--- src/rtl/ex_operand_stage.sv ---
// ----------------------------------------------------------------------------
// ex_operand_stage
//
// ID/EX pipeline register with operand forwarding. It sits directly in front
// of the ALU. Each cycle it captures the decoded instruction fields. It then
// drives the two ALU operands and the ALU opcode. Read-after-write hazards are
// resolved from the EX/MEM and MEM/WB stages.
//
// The hazard unit can hold the stage (stall) or replace its contents with a
// bubble (flush). The priority per clock is reset > flush > stall > load.
//
// Parameters
//   DW  datapath width (matches the ALU operand width)
//   RW  register-address width
//
// Ports
//   clk, reset          rising-edge clock, synchronous active-high reset
//   id_*                decoded instruction fields from the ID stage
//   stall, flush        hazard-unit controls
//   exmem_* / memwb_*   forwarding sources (write enable, destination, data)
//   src_A, src_B        ALU operands (combinational: stored value + forwarding)
//   ALU_control         registered ALU opcode
//   ex_valid            registered; the stage holds a real instruction
//   ex_rd_addr          registered destination address
//   ex_reg_write        stored reg_write qualified by ex_valid
//   ex_rt_data          forwarded rt operand (store data), taken before the
//                       immediate mux
// ----------------------------------------------------------------------------
module ex_operand_stage #(
    parameter int DW = 32,
    parameter int RW = 5
) (
    input  logic          clk,
    input  logic          reset,

    input  logic          id_valid,
    input  logic [RW-1:0] id_rs_addr,
    input  logic [RW-1:0] id_rt_addr,
    input  logic [RW-1:0] id_rd_addr,
    input  logic [DW-1:0] id_rs_data,
    input  logic [DW-1:0] id_rt_data,
    input  logic [DW-1:0] id_imm,
    input  logic          id_use_imm,
    input  logic [3:0]    id_alu_ctrl,
    input  logic          id_reg_write,

    input  logic          stall,
    input  logic          flush,

    input  logic          exmem_reg_write,
    input  logic [RW-1:0] exmem_rd,
    input  logic [DW-1:0] exmem_result,
    input  logic          memwb_reg_write,
    input  logic [RW-1:0] memwb_rd,
    input  logic [DW-1:0] memwb_result,

    output logic [DW-1:0] src_A,
    output logic [DW-1:0] src_B,
    output logic [3:0]    ALU_control,
    output logic          ex_valid,
    output logic [RW-1:0] ex_rd_addr,
    output logic          ex_reg_write,
    output logic [DW-1:0] ex_rt_data
);

    // ------------------------------------------------------------------------
    // Stored stage fields
    // ------------------------------------------------------------------------
    logic          valid_q,     valid_d;
    logic [RW-1:0] rs_addr_q,   rs_addr_d;
    logic [RW-1:0] rt_addr_q,   rt_addr_d;
    logic [RW-1:0] rd_addr_q,   rd_addr_d;
    logic [DW-1:0] rs_data_q,   rs_data_d;
    logic [DW-1:0] rt_data_q,   rt_data_d;
    logic [DW-1:0] imm_q,       imm_d;
    logic          use_imm_q,   use_imm_d;
    logic [3:0]    alu_ctrl_q,  alu_ctrl_d;
    logic          reg_write_q, reg_write_d;

    logic [DW-1:0] fwd_rs;
    logic [DW-1:0] fwd_rt;

    // ------------------------------------------------------------------------
    // Forwarding. r0 is never forwarded, so the stored value is used even if
    // a later stage claims to write r0. EX/MEM is younger than MEM/WB and
    // therefore wins. A bubble has both addresses at 0, so forwarding it is
    // harmless and needs no ex_valid qualification.
    // ------------------------------------------------------------------------
    always_comb begin
        fwd_rs = rs_data_q;
        if (rs_addr_q != '0) begin
            if (exmem_reg_write && (exmem_rd == rs_addr_q)) begin
                fwd_rs = exmem_result;
            end else if (memwb_reg_write && (memwb_rd == rs_addr_q)) begin
                fwd_rs = memwb_result;
            end
        end
    end

    always_comb begin
        fwd_rt = rt_data_q;
        if (rt_addr_q != '0) begin
            if (exmem_reg_write && (exmem_rd == rt_addr_q)) begin
                fwd_rt = exmem_result;
            end else if (memwb_reg_write && (memwb_rd == rt_addr_q)) begin
                fwd_rt = memwb_result;
            end
        end
    end

    // ------------------------------------------------------------------------
    // Next-state selection: flush > stall > load. Reset is applied in the
    // register block so that it overrides all of these.
    // ------------------------------------------------------------------------
    always_comb begin
        valid_d     = valid_q;
        rs_addr_d   = rs_addr_q;
        rt_addr_d   = rt_addr_q;
        rd_addr_d   = rd_addr_q;
        rs_data_d   = rs_data_q;
        rt_data_d   = rt_data_q;
        imm_d       = imm_q;
        use_imm_d   = use_imm_q;
        alu_ctrl_d  = alu_ctrl_q;
        reg_write_d = reg_write_q;

        if (flush) begin
            valid_d     = 1'b0;
            rs_addr_d   = '0;
            rt_addr_d   = '0;
            rd_addr_d   = '0;
            rs_data_d   = '0;
            rt_data_d   = '0;
            imm_d       = '0;
            use_imm_d   = 1'b0;
            alu_ctrl_d  = 4'b0000;
            reg_write_d = 1'b0;
        end else if (stall) begin
            // While stalled, the operands are refreshed with their forwarded
            // values. A producer that retires out of MEM/WB during the stall
            // would otherwise vanish before this instruction reaches the ALU.
            rs_data_d = fwd_rs;
            rt_data_d = fwd_rt;
        end else begin
            valid_d     = id_valid;
            rs_addr_d   = id_rs_addr;
            rt_addr_d   = id_rt_addr;
            rd_addr_d   = id_rd_addr;
            rs_data_d   = id_rs_data;
            rt_data_d   = id_rt_data;
            imm_d       = id_imm;
            use_imm_d   = id_use_imm;
            alu_ctrl_d  = id_alu_ctrl;
            reg_write_d = id_reg_write;
        end
    end

    // ------------------------------------------------------------------------
    // Stage register
    // ------------------------------------------------------------------------
    always_ff @(posedge clk) begin
        if (reset) begin
            valid_q     <= 1'b0;
            rs_addr_q   <= '0;
            rt_addr_q   <= '0;
            rd_addr_q   <= '0;
            rs_data_q   <= '0;
            rt_data_q   <= '0;
            imm_q       <= '0;
            use_imm_q   <= 1'b0;
            alu_ctrl_q  <= 4'b0000;
            reg_write_q <= 1'b0;
        end else begin
            valid_q     <= valid_d;
            rs_addr_q   <= rs_addr_d;
            rt_addr_q   <= rt_addr_d;
            rd_addr_q   <= rd_addr_d;
            rs_data_q   <= rs_data_d;
            rt_data_q   <= rt_data_d;
            imm_q       <= imm_d;
            use_imm_q   <= use_imm_d;
            alu_ctrl_q  <= alu_ctrl_d;
            reg_write_q <= reg_write_d;
        end
    end

    // ------------------------------------------------------------------------
    // Outputs
    // ------------------------------------------------------------------------
    assign src_A        = fwd_rs;
    assign src_B        = use_imm_q ? imm_q : fwd_rt;
    assign ex_rt_data   = fwd_rt;
    assign ALU_control  = alu_ctrl_q;
    assign ex_valid     = valid_q;
    assign ex_rd_addr   = rd_addr_q;
    assign ex_reg_write = reg_write_q & valid_q;

endmodule

--- config.mk ---
export PLATFORM = sky130hd
export DESIGN_NAME = ex_operand_stage
export DESIGN_NICKNAME = d
export VERILOG_FILES = /design/src/rtl/ex_operand_stage.sv
export SDC_FILE = /design/constraint.sdc
export NUM_CORES = 1
export LEC_CHECK = 0
export ABC_AREA = 1
export ABC_CLOCK_PERIOD_IN_PS = 1500
export CORE_ASPECT_RATIO = 1.4
export CORE_UTILIZATION = 29
export DETAILED_ROUTE_END_ITERATION = 16
export GPL_TIMING_DRIVEN = 0
export PLACE_DENSITY_LB_ADDON = 0.05
export SLEW_MARGIN = 20
export SYNTH_ARGS = -nofsm -noshare
export SYNTH_HDL_FRONTEND = slang
export SYNTH_SLANG_ARGS = --single-unit
--- constraint.sdc ---
create_clock -name clk -period 1.5 [get_ports clk]
set_input_delay 0.3 -clock clk [delete_from_list [all_inputs] [get_ports clk]]
set_output_delay 0.3 -clock clk [all_outputs]
set_load 0.02 [all_outputs]
==> results.sh <==
export IMPL_final_cells=1913
export IMPL_grt_max_degree=17
export IMPL_final_layout_size_suffix_gt1_frac=0.401
export IMPL_slowest_stage="dfxtp_4"
export IMPL_die_area_sq_mm=0.0255
export IMPL_drv_cap=0
export IMPL_synth_top_family_by_area="simple AND/OR/NAND/NOR gates"
export IMPL_htree_levels=4
export IMPL_min_period_ps=2530
export IMPL_drt_vias_per_instance=4.60
export IMPL_ir_worst_vdd_uv=821
export IMPL_grt_setup_unrepaired="true"
export IMPL_crit_buf_inv=5
export IMPL_drc=0
export IMPL_rows=67
export IMPL_finalClockSkew_ps=6.40
export IMPL_final_cell_mix="239 x nand2_1, 190 x clkdlybuf4s50_1, 113 x inv_1, 108 x dfxtp_1, 105 x buf_6"
export IMPL_crit_family="simple AND/OR/NAND/NOR gates"
export IMPL_netlist_instances=1202
export IMPL_crit_chain="inv_4 -> nand2_2 -> nand2_2 -> nor2_4 -> nand3_4 -> buf_8 -> buf_12 -> nor2_4 -> nor2_2 -> nand2_2 -> nand2_2 -> buf_6 -> o21ai_4 -> buf_6"
export IMPL_synth_cell_types=22
export IMPL_r2r_start="rt_addr_q[2]"
export IMPL_worst_hold_path_type="in2reg"
export IMPL_synth_compound_area_share=0.223
export IMPL_clk_pin_slew_ps=60
export IMPL_insertion_delay_ps=430
export IMPL_cp_required_ps=1200
export IMPL_crit_type="reg2out"
export IMPL_gp_congestion=0.908
export IMPL_crit_arrival_ps=2230
export IMPL_dp_cells=1815
export IMPL_p_leak_nw=6.23
export IMPL_cp_end_kind="output pin"
export IMPL_grt_pass1_wl_mm=47.9
export IMPL_cts_buffers=17
export IMPL_fillCellCount=2350
export IMPL_io_buffers=303
export IMPL_finalCritPeriodShare=1.68
export IMPL_start_util=0.299
export IMPL_holdWs_ps=336
export IMPL_setup_viol=164
export IMPL_synthMuxAreaShare=0
export IMPL_synthAdderAreaFrac=0
export IMPL_overflow=0
export IMPL_min_from="stall"
export IMPL_synth_cell_area_sq_mm=0.00721
export IMPL_synth_seq_area_share=0.328
export IMPL_dr_pass1_iters=5
export IMPL_grt_pass1_vias=8548
export IMPL_wl_mm=33.0
export IMPL_clkSinkCount=118
export IMPL_clock_root_buffer="clkbuf_16"
export IMPL_cts_buffer_depth=2
export IMPL_crit_fanout=6
export IMPL_fmax_mhz=396
export IMPL_ios=305
export IMPL_drt_iter0_markers=342
export IMPL_ys_warn_count=0
export IMPL_die_height_um=189
export IMPL_cp_start_kind="register"
export IMPL_die_x_um=135
export IMPL_max_stage_delay_ps=380
export IMPL_ys_seq_elements=118
export IMPL_synthXorXnorAreaFrac=0
export IMPL_coreArea_sq_mm=0.0241
export IMPL_synth_nets=1400
export IMPL_yosys_area_share_simple=0.299
export IMPL_avgSynthCellArea_sq_um=6.00
export IMPL_nNetsFinal=1787
export IMPL_maxSlewHeadroom=0.406
export IMPL_p_per_area_mw_per_mm2=765
export IMPL_slew_viol_final=0
export IMPL_antenna_found_initial=3
export IMPL_hold_violations=0
export IMPL_worstSetupStartpoint="rt_addr_q[2]"
export IMPL_syn_to_final_growth_pct=89.4
export IMPL_dp_hpwl_mm=24.0
export IMPL_cts_tree="built"
export IMPL_crit_top_cell="nand2_2"
export IMPL_violations="negative setup slack"
export IMPL_max_slew_worst_pin_slew_ps=891
export IMPL_num_vias=8792
export IMPL_cts_hold_buf=0
export IMPL_final_common_cell="nand2_1"
export IMPL_ant_nets=0
export IMPL_worst_slack_ps=-1030
export IMPL_wire_per_inst_um=17.3
export IMPL_grt_usage=0.252
export IMPL_outcome="complete, but fails checks"
-- stage by stage --
stage	TNS, ps	worst slack [ps]	utilization	instance area [sq um]	power [mW]
5_1_grt	-113620	-1100	0.566	13700	10.9
3_3_place_gp	-240450	-1680	0.460	11100	5.80
4_1_cts	-130420	-1090	0.507	12200	10.2
2_1_floorplan	-9400	-202	-	7670	4.61
6_report	-98590	-1030	0.566	13700	10.5
3_5_place_dp	-242540	-1660	0.460	11100	5.80
-- state kept, by name, summed over array words and instances, names as in the netlist --
signal,cells
rt_addr_q,5
reg_write_q,1
ex_rd_addr,5
imm_q,32
rs_addr_q,5
rs_data_q,32
rt_data_q,32
use_imm_q,1
ex_valid,1
ALU_control,4
-- worst reg2reg max path: stages, from the launching register on --
cell	delay, ps
dfxtp_4	380
inv_4	50
nand2_2	60
nand2_2	60
nor2_4	120
nand3_4	120
clkbuf_16	190
clkbuf_16	160
nor2_4	70
nor2_1	40
nand2_1	70
nand2_2	100
buf_6	130
buf_6	100
a21oi_2	90
-- report_power, final --
part,internal (mW),switching [mW],total (mW)
clock,2.61,1.63,4.24
sequential,3.26,0.0582,3.32
combinational,1.38,1.51,2.89
total,7.25,3.20,10.5
-- metal layers --
metal | global-route usage | vias to the layer above | part of all wire
met5 | 0 | - | 0.00039
met4 | 0.121 | 2 | 0.034
met3 | 0.0648 | 51 | 0.059
met2 | 0.441 | 252 | 0.52
met1 | 0.279 | 4029 | 0.39
li1 | - | 4458 | -
-- cell usage after synthesis (all sizes together) --
library cell,number,share of area
o21ai,171,0.12
dfxtp,118,0.33
nor3,2,0.0014
clkbuf,45,0.024
inv,186,0.097
nand2,372,0.20
a21oi,117,0.10
clkinv,1,0.00052
nor2,148,0.088
nand3,11,0.010
buf,31,0.029
-- repair_timing --
action,CTS,global route
buffers inserted,18,32
endpoints found under the setup margin,223,223
gates cloned,6,10
hold endpoints to repair,0,0
pin swaps,24,102
gates resized for setup,578,394
-- area by class of cell --
class,instances,area [sq um],area share
multi-input cells,821,5000,0.366
well taps,310,388,0.0284
diodes,2,5.00,0.000366
inverters,187,719,0.0527
repair buffers,369,3910,0.286
flip-flops and latches,118,2390,0.175
plain buffers,75,648,0.0475
clock inverters,14,176,0.0129
clock buffers,17,425,0.0311
-- final timing paths --
path / end / slack, ps / cells after the start
min reg2reg: ex_rd_addr[3] / 460 / 2
min: rs_addr_q[3] / 340 / 3
max reg2reg: rt_data_q[26] / -320 / 14
max: src_B[8] / -1030 / 14
-- logic make-up after synthesis --
| family | after synthesis |
|---|---|
| buffers and inverters | 263 |
| DFF | 118 |
| AOI/OAI and AO/OA | 288 |
| and+or+nand+nor | 533 |
Note: power is estimated with default switching activity, not from simulation.
